### src/rtl/sevseg_pkg.sv
// Shared constants for the seven-segment Avalon-MM controller:
// register addresses, CTRL bit positions and the hex glyph table.
package sevseg_pkg;

  localparam logic [2:0] ADDR_DATA   = 3'd0;
  localparam logic [2:0] ADDR_DP     = 3'd1;
  localparam logic [2:0] ADDR_BLANK  = 3'd2;
  localparam logic [2:0] ADDR_BLINK  = 3'd3;
  localparam logic [2:0] ADDR_CTRL   = 3'd4;
  localparam logic [2:0] ADDR_STATUS = 3'd5;

  localparam int CTRL_ENABLE      = 0;
  localparam int CTRL_LZS         = 1;
  localparam int CTRL_AUTO_COMMIT = 2;
  localparam int CTRL_COMMIT      = 31;

  typedef struct packed {
    logic auto_commit;
    logic lzs;
    logic enable;
  } ctrl_t;

  // Segment order {g,f,e,d,c,b,a}, active-high (lit = 1)
  localparam logic [6:0] SEG_TABLE [16] = '{
    7'h3F, 7'h06, 7'h5B, 7'h4F, 7'h66, 7'h6D, 7'h7D, 7'h07,
    7'h7F, 7'h6F, 7'h77, 7'h7C, 7'h39, 7'h5E, 7'h79, 7'h71
  };

  function automatic logic [6:0] hex7seg(input logic [3:0] nib);
    return SEG_TABLE[nib];
  endfunction

endpackage

### src/rtl/sevseg_avmm_ctrl_if.sv
// Avalon-MM slave bus bundle for the seven-segment controller.
interface sevseg_avmm_ctrl_if;
  logic [2:0]  avs_address;
  logic        avs_write;
  logic [31:0] avs_writedata;
  logic        avs_read;
  logic [31:0] avs_readdata;

  modport master (
    output avs_address, avs_write, avs_writedata, avs_read,
    input  avs_readdata
  );

  modport slave (
    input  avs_address, avs_write, avs_writedata, avs_read,
    output avs_readdata
  );
endinterface

### src/rtl/sevseg_blink_gen.sv
// Free-running blink phase generator. The counter wraps every
// HALF_PERIOD cycles and toggles the phase; i_restart forces both
// back to zero so a freshly enabled blink starts with a full lit interval.
module sevseg_blink_gen #(
  parameter int HALF_PERIOD = 25000000
) (
  input  logic clk_clk,
  input  logic reset_reset_n,
  input  logic i_restart,
  output logic o_phase
);

  localparam int HP = (HALF_PERIOD < 1) ? 1 : HALF_PERIOD;
  localparam int CW = (HP > 1) ? $clog2(HP) : 1;

  logic [CW-1:0] r_cnt;
  logic          r_phase;

  // Half-period counter with phase toggle on wrap
  always_ff @(posedge clk_clk or negedge reset_reset_n) begin
    if (!reset_reset_n) begin
      r_cnt   <= '0;
      r_phase <= 1'b0;
    end else if (i_restart) begin
      r_cnt   <= '0;
      r_phase <= 1'b0;
    end else if (r_cnt == CW'(HP - 1)) begin
      r_cnt   <= '0;
      r_phase <= ~r_phase;
    end else begin
      r_cnt   <= r_cnt + 1'b1;
    end
  end

  assign o_phase = r_phase;

endmodule

### src/rtl/sevseg_avmm_ctrl.sv
// Seven-segment display controller, 1..8 digits, Avalon-MM slave.
// Shadow/active double-buffered DATA/DP/BLANK/BLINK, hex decode,
// leading-zero suppression and per-digit blink.
// Optional macro SEVSEG_SCAN_EN: time-multiplexed single-digit output
// with a one-hot digit select instead of parallel digit outputs.
module sevseg_avmm_ctrl #(
  parameter int NUM_DIGITS = 8,
  parameter int CLK_HZ     = 50000000,
  parameter int BLINK_HZ   = 2,
  parameter bit ACTIVE_LOW = 1'b1,
  parameter int SCAN_HZ    = 1000
) (
  input  logic                    clk_clk,
  input  logic                    reset_reset_n,
  sevseg_avmm_ctrl_if.slave       avs,
`ifdef SEVSEG_SCAN_EN
  output logic [7:0]              sevseg_export,
  output logic [NUM_DIGITS-1:0]   sevseg_digit_sel
`else
  output logic [8*NUM_DIGITS-1:0] sevseg_export
`endif
);

  import sevseg_pkg::*;

  localparam int          HALF_PERIOD = CLK_HZ / (2 * BLINK_HZ);
  localparam logic [31:0] DATA_MASK   = 32'((64'd1 << (4 * NUM_DIGITS)) - 64'd1);
  localparam logic [7:0]  DIG_MASK    = 8'((16'd1 << NUM_DIGITS) - 16'd1);
  localparam logic [7:0]  SEG_OFF     = ACTIVE_LOW ? 8'hFF : 8'h00;

  logic [31:0] r_sh_data, r_ac_data, w_sh_data_nxt;
  logic [7:0]  r_sh_dp, r_ac_dp, w_sh_dp_nxt;
  logic [7:0]  r_sh_blank, r_ac_blank, w_sh_blank_nxt;
  logic [7:0]  r_sh_blink, r_ac_blink, w_sh_blink_nxt;
  ctrl_t       r_ctrl, w_ctrl_nxt;
  logic        w_commit;
  logic        w_blink_restart;
  logic        w_phase;
  logic        w_pending;
  logic [31:0] r_rdata, w_rdata_nxt;
  logic [7:0]  w_digit [NUM_DIGITS];
  logic [3:0]  w_nib;
  logic        w_zero_above;
  logic        w_dark;
  logic [7:0]  w_seg;

  // Shadow write decode and commit request
  always_comb begin
    w_sh_data_nxt  = r_sh_data;
    w_sh_dp_nxt    = r_sh_dp;
    w_sh_blank_nxt = r_sh_blank;
    w_sh_blink_nxt = r_sh_blink;
    w_ctrl_nxt     = r_ctrl;
    w_commit       = 1'b0;
    if (avs.avs_write) begin
      case (avs.avs_address)
        ADDR_DATA:  w_sh_data_nxt  = avs.avs_writedata & DATA_MASK;
        ADDR_DP:    w_sh_dp_nxt    = avs.avs_writedata[7:0] & DIG_MASK;
        ADDR_BLANK: w_sh_blank_nxt = avs.avs_writedata[7:0] & DIG_MASK;
        ADDR_BLINK: w_sh_blink_nxt = avs.avs_writedata[7:0] & DIG_MASK;
        ADDR_CTRL:  w_ctrl_nxt     = avs.avs_writedata[2:0];
        default:    ;
      endcase
      // Auto-commit publishes the value being written on the same edge
      if (avs.avs_address <= ADDR_BLINK)
        w_commit = r_ctrl.auto_commit;
      else if (avs.avs_address == ADDR_CTRL)
        w_commit = avs.avs_writedata[CTRL_COMMIT];
    end
    // Blink restarts when the active mask goes from empty to non-empty
    w_blink_restart = w_commit && (w_sh_blink_nxt != 8'h00) && (r_ac_blink == 8'h00);
  end

  // Shadow, active and control registers
  always_ff @(posedge clk_clk or negedge reset_reset_n) begin
    if (!reset_reset_n) begin
      r_sh_data  <= '0;
      r_sh_dp    <= '0;
      r_sh_blank <= '0;
      r_sh_blink <= '0;
      r_ac_data  <= '0;
      r_ac_dp    <= '0;
      r_ac_blank <= '0;
      r_ac_blink <= '0;
      r_ctrl     <= '0;
    end else begin
      r_sh_data  <= w_sh_data_nxt;
      r_sh_dp    <= w_sh_dp_nxt;
      r_sh_blank <= w_sh_blank_nxt;
      r_sh_blink <= w_sh_blink_nxt;
      r_ctrl     <= w_ctrl_nxt;
      if (w_commit) begin
        r_ac_data  <= w_sh_data_nxt;
        r_ac_dp    <= w_sh_dp_nxt;
        r_ac_blank <= w_sh_blank_nxt;
        r_ac_blink <= w_sh_blink_nxt;
      end
    end
  end

  sevseg_blink_gen #(.HALF_PERIOD(HALF_PERIOD)) u_blink (
    .clk_clk       (clk_clk),
    .reset_reset_n (reset_reset_n),
    .i_restart     (w_blink_restart),
    .o_phase       (w_phase)
  );

  assign w_pending = (r_sh_data != r_ac_data) || (r_sh_dp != r_ac_dp) ||
                     (r_sh_blank != r_ac_blank) || (r_sh_blink != r_ac_blink);

  // Read mux; registers always return the shadow copy
  always_comb begin
    w_rdata_nxt = '0;
    case (avs.avs_address)
      ADDR_DATA:   w_rdata_nxt = r_sh_data;
      ADDR_DP:     w_rdata_nxt = {24'h0, r_sh_dp};
      ADDR_BLANK:  w_rdata_nxt = {24'h0, r_sh_blank};
      ADDR_BLINK:  w_rdata_nxt = {24'h0, r_sh_blink};
      ADDR_CTRL:   w_rdata_nxt = {29'h0, r_ctrl};
      ADDR_STATUS: w_rdata_nxt = {30'h0, w_pending, w_phase};
      default:     w_rdata_nxt = '0;
    endcase
  end

  // Read data register, latency 1, holds between reads
  always_ff @(posedge clk_clk or negedge reset_reset_n) begin
    if (!reset_reset_n)
      r_rdata <= '0;
    else if (avs.avs_read)
      r_rdata <= w_rdata_nxt;
  end

  assign avs.avs_readdata = r_rdata;

  // Per-digit glyph and dark decision; walks from the top digit down so
  // the leading-zero run is known when each digit is evaluated
  always_comb begin
    w_zero_above = 1'b1;
    w_nib        = '0;
    w_dark       = 1'b0;
    w_seg        = '0;
    for (int i = NUM_DIGITS - 1; i >= 0; i--) begin
      w_nib        = r_ac_data[4*i +: 4];
      w_zero_above = w_zero_above & (w_nib == 4'h0);
      w_dark       = !r_ctrl.enable || r_ac_blank[i] || (r_ac_blink[i] && w_phase) ||
                     (r_ctrl.lzs && (i > 0) && w_zero_above);
      w_seg        = w_dark ? 8'h00 : {r_ac_dp[i], hex7seg(w_nib)};
      w_digit[i]   = ACTIVE_LOW ? ~w_seg : w_seg;
    end
  end

`ifdef SEVSEG_SCAN_EN
  localparam int SCAN_RAW = CLK_HZ / (SCAN_HZ * NUM_DIGITS);
  localparam int SCAN_DIV = (SCAN_RAW < 1) ? 1 : SCAN_RAW;
  localparam int SEL_W    = (NUM_DIGITS > 1) ? $clog2(NUM_DIGITS) : 1;

  logic [31:0]           r_scan_cnt;
  logic [SEL_W-1:0]      r_sel, w_sel_nxt;
  logic                  w_scan_tick;
  logic [7:0]            r_export;
  logic [NUM_DIGITS-1:0] r_digit_sel, w_onehot;

  // Scan position advance
  always_comb begin
    w_scan_tick = (r_scan_cnt == 32'(SCAN_DIV - 1));
    w_sel_nxt   = r_sel;
    if (w_scan_tick)
      w_sel_nxt = (r_sel == SEL_W'(NUM_DIGITS - 1)) ? '0 : r_sel + 1'b1;
    w_onehot = NUM_DIGITS'(1) << w_sel_nxt;
  end

  // Scan counter and registered single-digit outputs
  always_ff @(posedge clk_clk or negedge reset_reset_n) begin
    if (!reset_reset_n) begin
      r_scan_cnt  <= '0;
      r_sel       <= '0;
      r_export    <= SEG_OFF;
      r_digit_sel <= ACTIVE_LOW ? ~NUM_DIGITS'(1) : NUM_DIGITS'(1);
    end else begin
      r_scan_cnt  <= w_scan_tick ? '0 : r_scan_cnt + 1'b1;
      r_sel       <= w_sel_nxt;
      r_export    <= w_digit[w_sel_nxt];
      r_digit_sel <= ACTIVE_LOW ? ~w_onehot : w_onehot;
    end
  end

  assign sevseg_export    = r_export;
  assign sevseg_digit_sel = r_digit_sel;
`else
  logic [8*NUM_DIGITS-1:0] r_export;

  // Registered parallel segment outputs
  always_ff @(posedge clk_clk or negedge reset_reset_n) begin
    if (!reset_reset_n) begin
      r_export <= {NUM_DIGITS{SEG_OFF}};
    end else begin
      for (int i = 0; i < NUM_DIGITS; i++)
        r_export[8*i +: 8] <= w_digit[i];
    end
  end

  assign sevseg_export = r_export;
`endif

endmodule

### src/flat_wrapper.sv
// flat-port wrapper written by rule: the top's interface ports become plain ports
module sevseg_avmm_ctrl_flat import sevseg_pkg::*;
#(
  parameter int NUM_DIGITS = 8,
  parameter int CLK_HZ     = 50000000,
  parameter int BLINK_HZ   = 2,
  parameter bit ACTIVE_LOW = 1'b1,
  parameter int SCAN_HZ    = 1000
)
  (clk_clk, reset_reset_n, sevseg_export, avs_avs_address, avs_avs_write, avs_avs_writedata, avs_avs_read, avs_avs_readdata);
  sevseg_avmm_ctrl_if avs_i ();
  input  logic clk_clk;
  input  logic reset_reset_n;
  output logic [8*NUM_DIGITS-1:0] sevseg_export;
  input wire logic [$bits(avs_i.avs_address)-1:0] avs_avs_address;
  input wire logic [$bits(avs_i.avs_write)-1:0] avs_avs_write;
  input wire logic [$bits(avs_i.avs_writedata)-1:0] avs_avs_writedata;
  input wire logic [$bits(avs_i.avs_read)-1:0] avs_avs_read;
  output wire logic [$bits(avs_i.avs_readdata)-1:0] avs_avs_readdata;
  assign avs_i.avs_address = avs_avs_address;
  assign avs_i.avs_write = avs_avs_write;
  assign avs_i.avs_writedata = avs_avs_writedata;
  assign avs_i.avs_read = avs_avs_read;
  assign avs_avs_readdata = avs_i.avs_readdata;
  sevseg_avmm_ctrl #(.NUM_DIGITS(NUM_DIGITS), .CLK_HZ(CLK_HZ), .BLINK_HZ(BLINK_HZ), .ACTIVE_LOW(ACTIVE_LOW), .SCAN_HZ(SCAN_HZ)) u_core (.clk_clk(clk_clk), .reset_reset_n(reset_reset_n), .avs(avs_i), .sevseg_export(sevseg_export));
endmodule
### config.mk
export PLATFORM = sky130hd
export DESIGN_NAME = sevseg_avmm_ctrl_flat
export DESIGN_NICKNAME = d
export VERILOG_FILES = /design/src/rtl/sevseg_pkg.sv /design/src/rtl/sevseg_avmm_ctrl_if.sv /design/src/rtl/sevseg_blink_gen.sv /design/src/rtl/sevseg_avmm_ctrl.sv /design/src/flat_wrapper.sv
export SDC_FILE = /design/constraint.sdc
export NUM_CORES = 1
export LEC_CHECK = 0
export BUFFER_PORTS_ARGS = -buffer_cell sky130_fd_sc_hd__buf_2
export CELL_PAD_IN_SITES_DETAIL_PLACEMENT = 0
export CELL_PAD_IN_SITES_GLOBAL_PLACEMENT = 1
export CORE_MARGIN = 2
export CORE_UTILIZATION = 49
export CTS_BUF_LIST = sky130_fd_sc_hd__clkbuf_2
export DETAILED_ROUTE_END_ITERATION = 8
export GPL_ROUTABILITY_DRIVEN = 0
export PLACE_DENSITY = 0.92
export SYNTH_ARGS = -nofsm -noshare
export SYNTH_HDL_FRONTEND = slang
export SYNTH_SLANG_ARGS = --single-unit
export TNS_END_PERCENT = 5
### constraint.sdc
create_clock -name clk_clk -period 3 [get_ports clk_clk]
set_clock_uncertainty 0.1 [all_clocks]
set_input_delay 0.6 -clock clk_clk [delete_from_list [all_inputs] [get_ports clk_clk]]
set_output_delay 0.6 -clock clk_clk [all_outputs]
set_load 0.01 [all_outputs]
# ---- Yosys cells after proc, flatten, opt, wreduce, memory -nomap -nowiden
# Memory sizes are Yosys's and may differ from the RTL's.
# Index checks and enable logic that the tools add are counted.
dict set report op_classes {
  addsub 1
  magnitude_cmp 9
  n_eq_ne 10
  n_mux 40
  bitwise_logic 23
  n_reduce_logical 56
}
# op n
set ops {}
lappend ops {{case mux 32 bit (6 select lines)} 1}
lappend ops {{two-way mux 7 bit} 16}
lappend ops {{two-way mux 8 bit} 14}
lappend ops {{two-way mux 32 bit} 2}
lappend ops {{NOT 8 bit} 8}
lappend ops {{two-way mux 24 bit} 2}
lappend ops {{>= comparator 5 bit (second input constant)} 8}
lappend ops {{NOT 4 -> 5 bit} 8}
lappend ops {{inequality test 32 bit} 1}
lappend ops {{logical NOT 4 bit} 7}
lappend ops {{logical OR 1 bit} 26}
lappend ops {{adder 24 x 1 -> 24 bit (second input constant)} 1}
lappend ops {{== test 24 bit (second input constant)} 1}
lappend ops {{inequality test 8 bit} 3}
lappend ops {{logical AND 1 bit} 17}
lappend ops {{logical NOT 8 bit} 1}
lappend ops {{nonzero test 8 bit} 1}
lappend ops {{AND 1 bit} 6}
lappend ops {{== test 3 x 2 -> 1 bit (second input constant)} 2}
lappend ops {{== test 3 bit (second input constant)} 2}
lappend ops {{two-way mux 1 bit} 5}
lappend ops {{== test 3 x 1 -> 1 bit (second input constant)} 1}
lappend ops {{<= comparator 3 x 2 -> 1 bit (second input constant)} 1}
lappend ops {{logical NOT 3 bit} 1}
lappend ops {{4 further kinds} 4}
dict set report totals {
  reg_bits 236
  rom_bits 896
  in_bits 39
  out_inout_bits 96
  word_cells 162
  mem_count 8
}
# memory words word_bits read_ports rd_ports_with_merged_regs wr line_no
set memory_table {}
lappend memory_table {{(name not given)} 16 7 1 0 0 sevseg_pkg.sv:30} ;# return SEG_TABLE[nib];
lappend memory_table {{(name not given)} 16 7 1 0 0 sevseg_pkg.sv:30}
lappend memory_table {{(name not given)} 16 7 1 0 0 sevseg_pkg.sv:30}
lappend memory_table {{(name not given)} 16 7 1 0 0 sevseg_pkg.sv:30}
lappend memory_table {{(name not given)} 16 7 1 0 0 sevseg_pkg.sv:30}
lappend memory_table {{(name not given)} 16 7 1 0 0 sevseg_pkg.sv:30}
lappend memory_table {{2 more memories} - - - - - -}

# ---- Longest topological paths before layout
dict set report logic_depth {
  ltp_word 11
  ltp_mapped 8
  depth_no_buf 7
}

# ---- By module
# Synthesis repeated with hierarchy kept, for this count alone.
dict set report unflattened {
  cells_unflattened 1034
  area_unflattened_um2 11741.3
}
# mod n_inst cells_each area_per_inst_um2 seq_area_each_um2
set modules_own_cells {}
lappend modules_own_cells {sevseg_avmm_ctrl 1 901 10473.8 5360.1}
lappend modules_own_cells {sevseg_blink_gen 1 133 1267.5 625.6}

# ---- Worst setup path before layout
# Ideal clock, no wire load.
dict set report synth_path {
  kind {input to register}
  startpoint {input avs_avs_address[1]}
  endpoint {register u_core.r_ac_data[14]}
  setup_time_ns 0.125
  arrival_ns 2.003
  required_ns 2.775
  slack_ns 0.773
  stages 6
  path_buffers 2
  path_cell_list {buf_2 -> nand2b_1 -> nor3_2 -> buf_2 -> mux2_2 -> mux2_2}
}
dict set report synth_between {
  elab_cells_between_ends 8
  cone_classes {1 x order compare; 1 x eq/ne; 5 x mux; 1 x reduce/logical}
}
# element line_no
set synth_lines {}
lappend synth_lines {{start, declared} flat_wrapper.sv:15} ;# input wire logic [$bits(avs_i.avs_address)-1:0] avs_avs_address;
lappend synth_lines {{logical NOT 3 bit} sevseg_avmm_ctrl.sv:56} ;# case (avs.avs_address)
lappend synth_lines {{two-way mux 32 bit} sevseg_avmm_ctrl.sv:56}
lappend synth_lines {{two-way mux 32 bit} sevseg_avmm_ctrl.sv:55} ;# if (avs.avs_write) begin
lappend synth_lines {{via u_core.w_sh_data_nxt[14]} sevseg_avmm_ctrl.sv:31} ;# logic [31:0] r_sh_data, r_ac_data, w_sh_data_nxt;
lappend synth_lines {{end signal, assigned} sevseg_avmm_ctrl.sv:93} ;# r_ac_data <= w_sh_data_nxt;
lappend synth_lines {{end, declared} sevseg_avmm_ctrl.sv:31}
# The timed path passes the listed nets, and every way through them passes these cells.
# A chain may end at the register's enable or synchronous reset.

==> run_results.csv <==
group,metric,value,unit
status,outcome,"finished, final reports clean",
cells_and_area,finalNonFillerCells,1584,
synthesis,synthArstFlopShare,1.000,
cts,cts-buffers-inserted,59,
synthesis,ys_ff_latch,236,
drt,drc,0,
cells_and_area,nNetsFinal,1295,
critical_path,path_class,"reg2reg",
floorplanning,fp-row-count,56,
placement,portBuffers,134,
cells_and_area,drive_above_1_share,0.3700,
power,power,12.42,mW
cells_and_area,final_area,13660,um^2
synthesis,syn_area_per_cell,11.58,um^2
global_route,grt_pass1_wl,45170,um
power,p_leak,6.113,nW
cts,cts_resized,0,
synthesis,synth_most_common_cell,"dfrtp_1",
synthesis,ys_warn_count,0,
sta,worstMarginPinSlew,698.6,ps
critical_path,ff2ff_setup_slack,410,ps
drt,drtPass1Iterations,5,
sta,finalWorstSetupSlack,414.2,ps
synthesis,synth_cells,1005,
floorplanning,core,23400,um^2
global_route,grt_max_degree,79,
global_route,grt_pass1_vias,8708,
synthesis,yosysTopAreaCell,"dfrtp_1",
cts,clk-insertion-delay-late,870,ps
placement,dp_slack,454.6,ps
sta,min_period,2586,ps
critical_path,cp.required,3580,ps
placement,dpl.cell_count,1436,
critical_path,r2r_cells,7,
cts,cts_sinks,236,
floorplanning,fp.dieW,158.1,um
critical_path,arrival,3170,ps
sta,timing.final.crit_share,0.8619,
sta,slew_headroom,0.5343,
synthesis,yosys-top-cells-count,"dfrtp_1 (172), mux2_2 (121), nand2_1 (104)",
synthesis,ys_seq_area_frac,0.5141,
critical_path,startpoint,"u_core.r_ac_data[20]",
cts,clk_pin_slew_worst_paths,120,ps
sta,fmax,386.7,MHz
synthesis,synth_nets,1088,
critical_path,end_kind,"flop",
synthesis,synth_edf_count,0,
sta,fin_setup_tns,0,ps
cts,clockBufferDepth,3,
synthesis,synthDistinctLibCells,61,
cts,cts_setup_buffers,0,
cells_and_area,seqCellArea,5986,um^2
critical_path,start_kind,"flop",
floorplanning,die_y,158.1,um
cts,cts_htree_levels,2,
critical_path,rr_startpoint,"u_core.r_ac_data[20]",
drt,routed_wl,28400,um
flow_run,maxCapViolCount,0,
cts,cts-root-buf,"clkbuf_2",
placement,hpwl,19710,um
drt,drtAntennaViolNets,0,
hold_path,hold_path.class,"in2async",
cells_and_area,fillerInstances,1974,
global_route,grt.total_usage,0.2330,
floorplanning,die_area,25010,um^2
power,p_per_area,909.3,nW/um^2
drt,vias,8460,
global_route,antenna_found_initial,1,
sta,finalSetupViolations,0,
drt,routedWlPerCell,17.93,um
power,irDropWorstVdd,0.4811,mV
critical_path,r2r-end,"u_core.sevseg_export[8]",
placement,place_area,12750,um^2
drt,vias_per_cell,5.341,
global_route,grt_overflow,0,
cells_and_area,syn_to_final_growth,17.35,%
cts,cts_tree,"yes",
synthesis,synth_area,11640,um^2
synthesis,synthTopCellsByArea,"dfrtp_1 (37%), dfstp_2 (14%), mux2_2 (12%)",
cts,cts_hold_buf,34,
floorplanning,ioPinCount,135,
synthesis,yosysTopAreaCellShare,0.3697,
synthesis,synth_ff_type,"dfrtp_1",
critical_path,crit_end,"u_core.sevseg_export[8]",
sta,finalHoldViolations,0,
cells_and_area,multi_input_area,5181,um^2
floorplanning,initial_core_util,0.4975,
sta,report.final.slew_viol_count,0,
drt,drt_iter0_markers,456,
sta,rsz0062_at_grt,"false",
critical_path,critPathMaxFanout,8,
[logic make-up after synthesis]
family	Yosys count	share of synthesized area
compound gates	122	0.08136
buf+inv	119	0.04310
xor+xnor	79	0.05943
mux	137	0.1396
flops	236	0.5141
fa+ha+maj	44	0.04729
simple gates	268	0.1151
[cells in the final DEF, fill, tap and decap left out, types with 44 or more instances in the layout]
master,netlist,final
inv_1,74,74
buf_2,14,133
xor2_1,72,72
mux2_2,121,121
dfstp_2,64,64
dfrtp_1,172,172
nor2_1,57,57
ha_1,44,44
nand2_1,104,104
clkbuf_2,0,98
[registers in the layout, summed over array words and instances, names as in the netlist]
| register | flops |
|---|---|
| u_core.r_sh_blank | 8 |
| u_core.r_ctrl | 3 |
| u_core.u_blink.o_phase | 1 |
| u_core.r_ac_blank | 8 |
| u_core.sevseg_export | 64 |
| u_core.r_sh_dp | 8 |
| u_core.r_ac_data | 32 |
| u_core.r_sh_blink | 8 |
| u_core.avs.avs_readdata | 32 |
| u_core.r_ac_blink | 8 |
| u_core.r_ac_dp | 8 |
| u_core.r_sh_data | 32 |
| u_core.u_blink.r_cnt | 24 |
[layout make-up]
cell class                      count  share of cell area
Timing Repair Buffer              191             0.09103
Sequential cell                   236              0.4381
Tap cell                          319             0.02922
Antenna cell                        3           0.0005495
Clock inverter                     13            0.005587
Clock buffer                       98             0.03590
Inverter                           74             0.02033
Multi-Input combinational cell    650              0.3792
[routing by layer]
metal / routed length (um) / vias to the layer above / GRT usage
li1: - / 3972 / -
met1: 12210 / 4174 / 0.3067
met2: 13620 / 258 / 0.3749
met3: 1768 / 56 / 0.05694
met4: 801 / 0 / 0.08752
met5: 0 / - / 0
[where the power goes]
part	leakage [nW]	switching (mW)	internal [mW]	total, mW
logic	2.85	2.40	2.04	4.44
registers	2.81	1.27	4.45	5.72
clock network	0.445	1.32	0.938	2.26
total	6.11	4.99	7.43	12.4
[worst min-delay path by stage]
stage | from | end | slack (ps) | cells after the start
after floorplan | reset_reset_n | u_core.avs.avs_readdata[0] | 200 | 0
after global placement | u_core.r_ac_dp[7] | u_core.sevseg_export[63] | 340 | 1
after detailed placement | u_core.r_ac_dp[7] | u_core.sevseg_export[63] | 330 | 1
after CTS | avs_avs_write | u_core.r_sh_blink[3] | 90 | 3
after global routing | avs_avs_write | u_core.r_sh_blink[3] | 100 | 3
final | reset_reset_n | u_core.r_sh_blink[3] | 170 | 2
[stage by stage]
step / util / hold slack [ps]
after floorplan: - / 204.4
after detailed placement: 0.5447 / 332.2
after global placement: 0.5447 / 343.3
final: 0.5838 / 172.8
after global routing: 0.5838 / 96.10
after CTS: 0.5835 / 87.47
[worst max-delay path: stages, from the launching register on]
cell	delay (ps)
dfrtp_1	480
inv_1	160
ha_1	200
nor3b_1	360
nand4_2	220
or3_1	450
o21a_1	310
o311ai_0	150
Note: power is estimated with default switching activity, not from simulation.
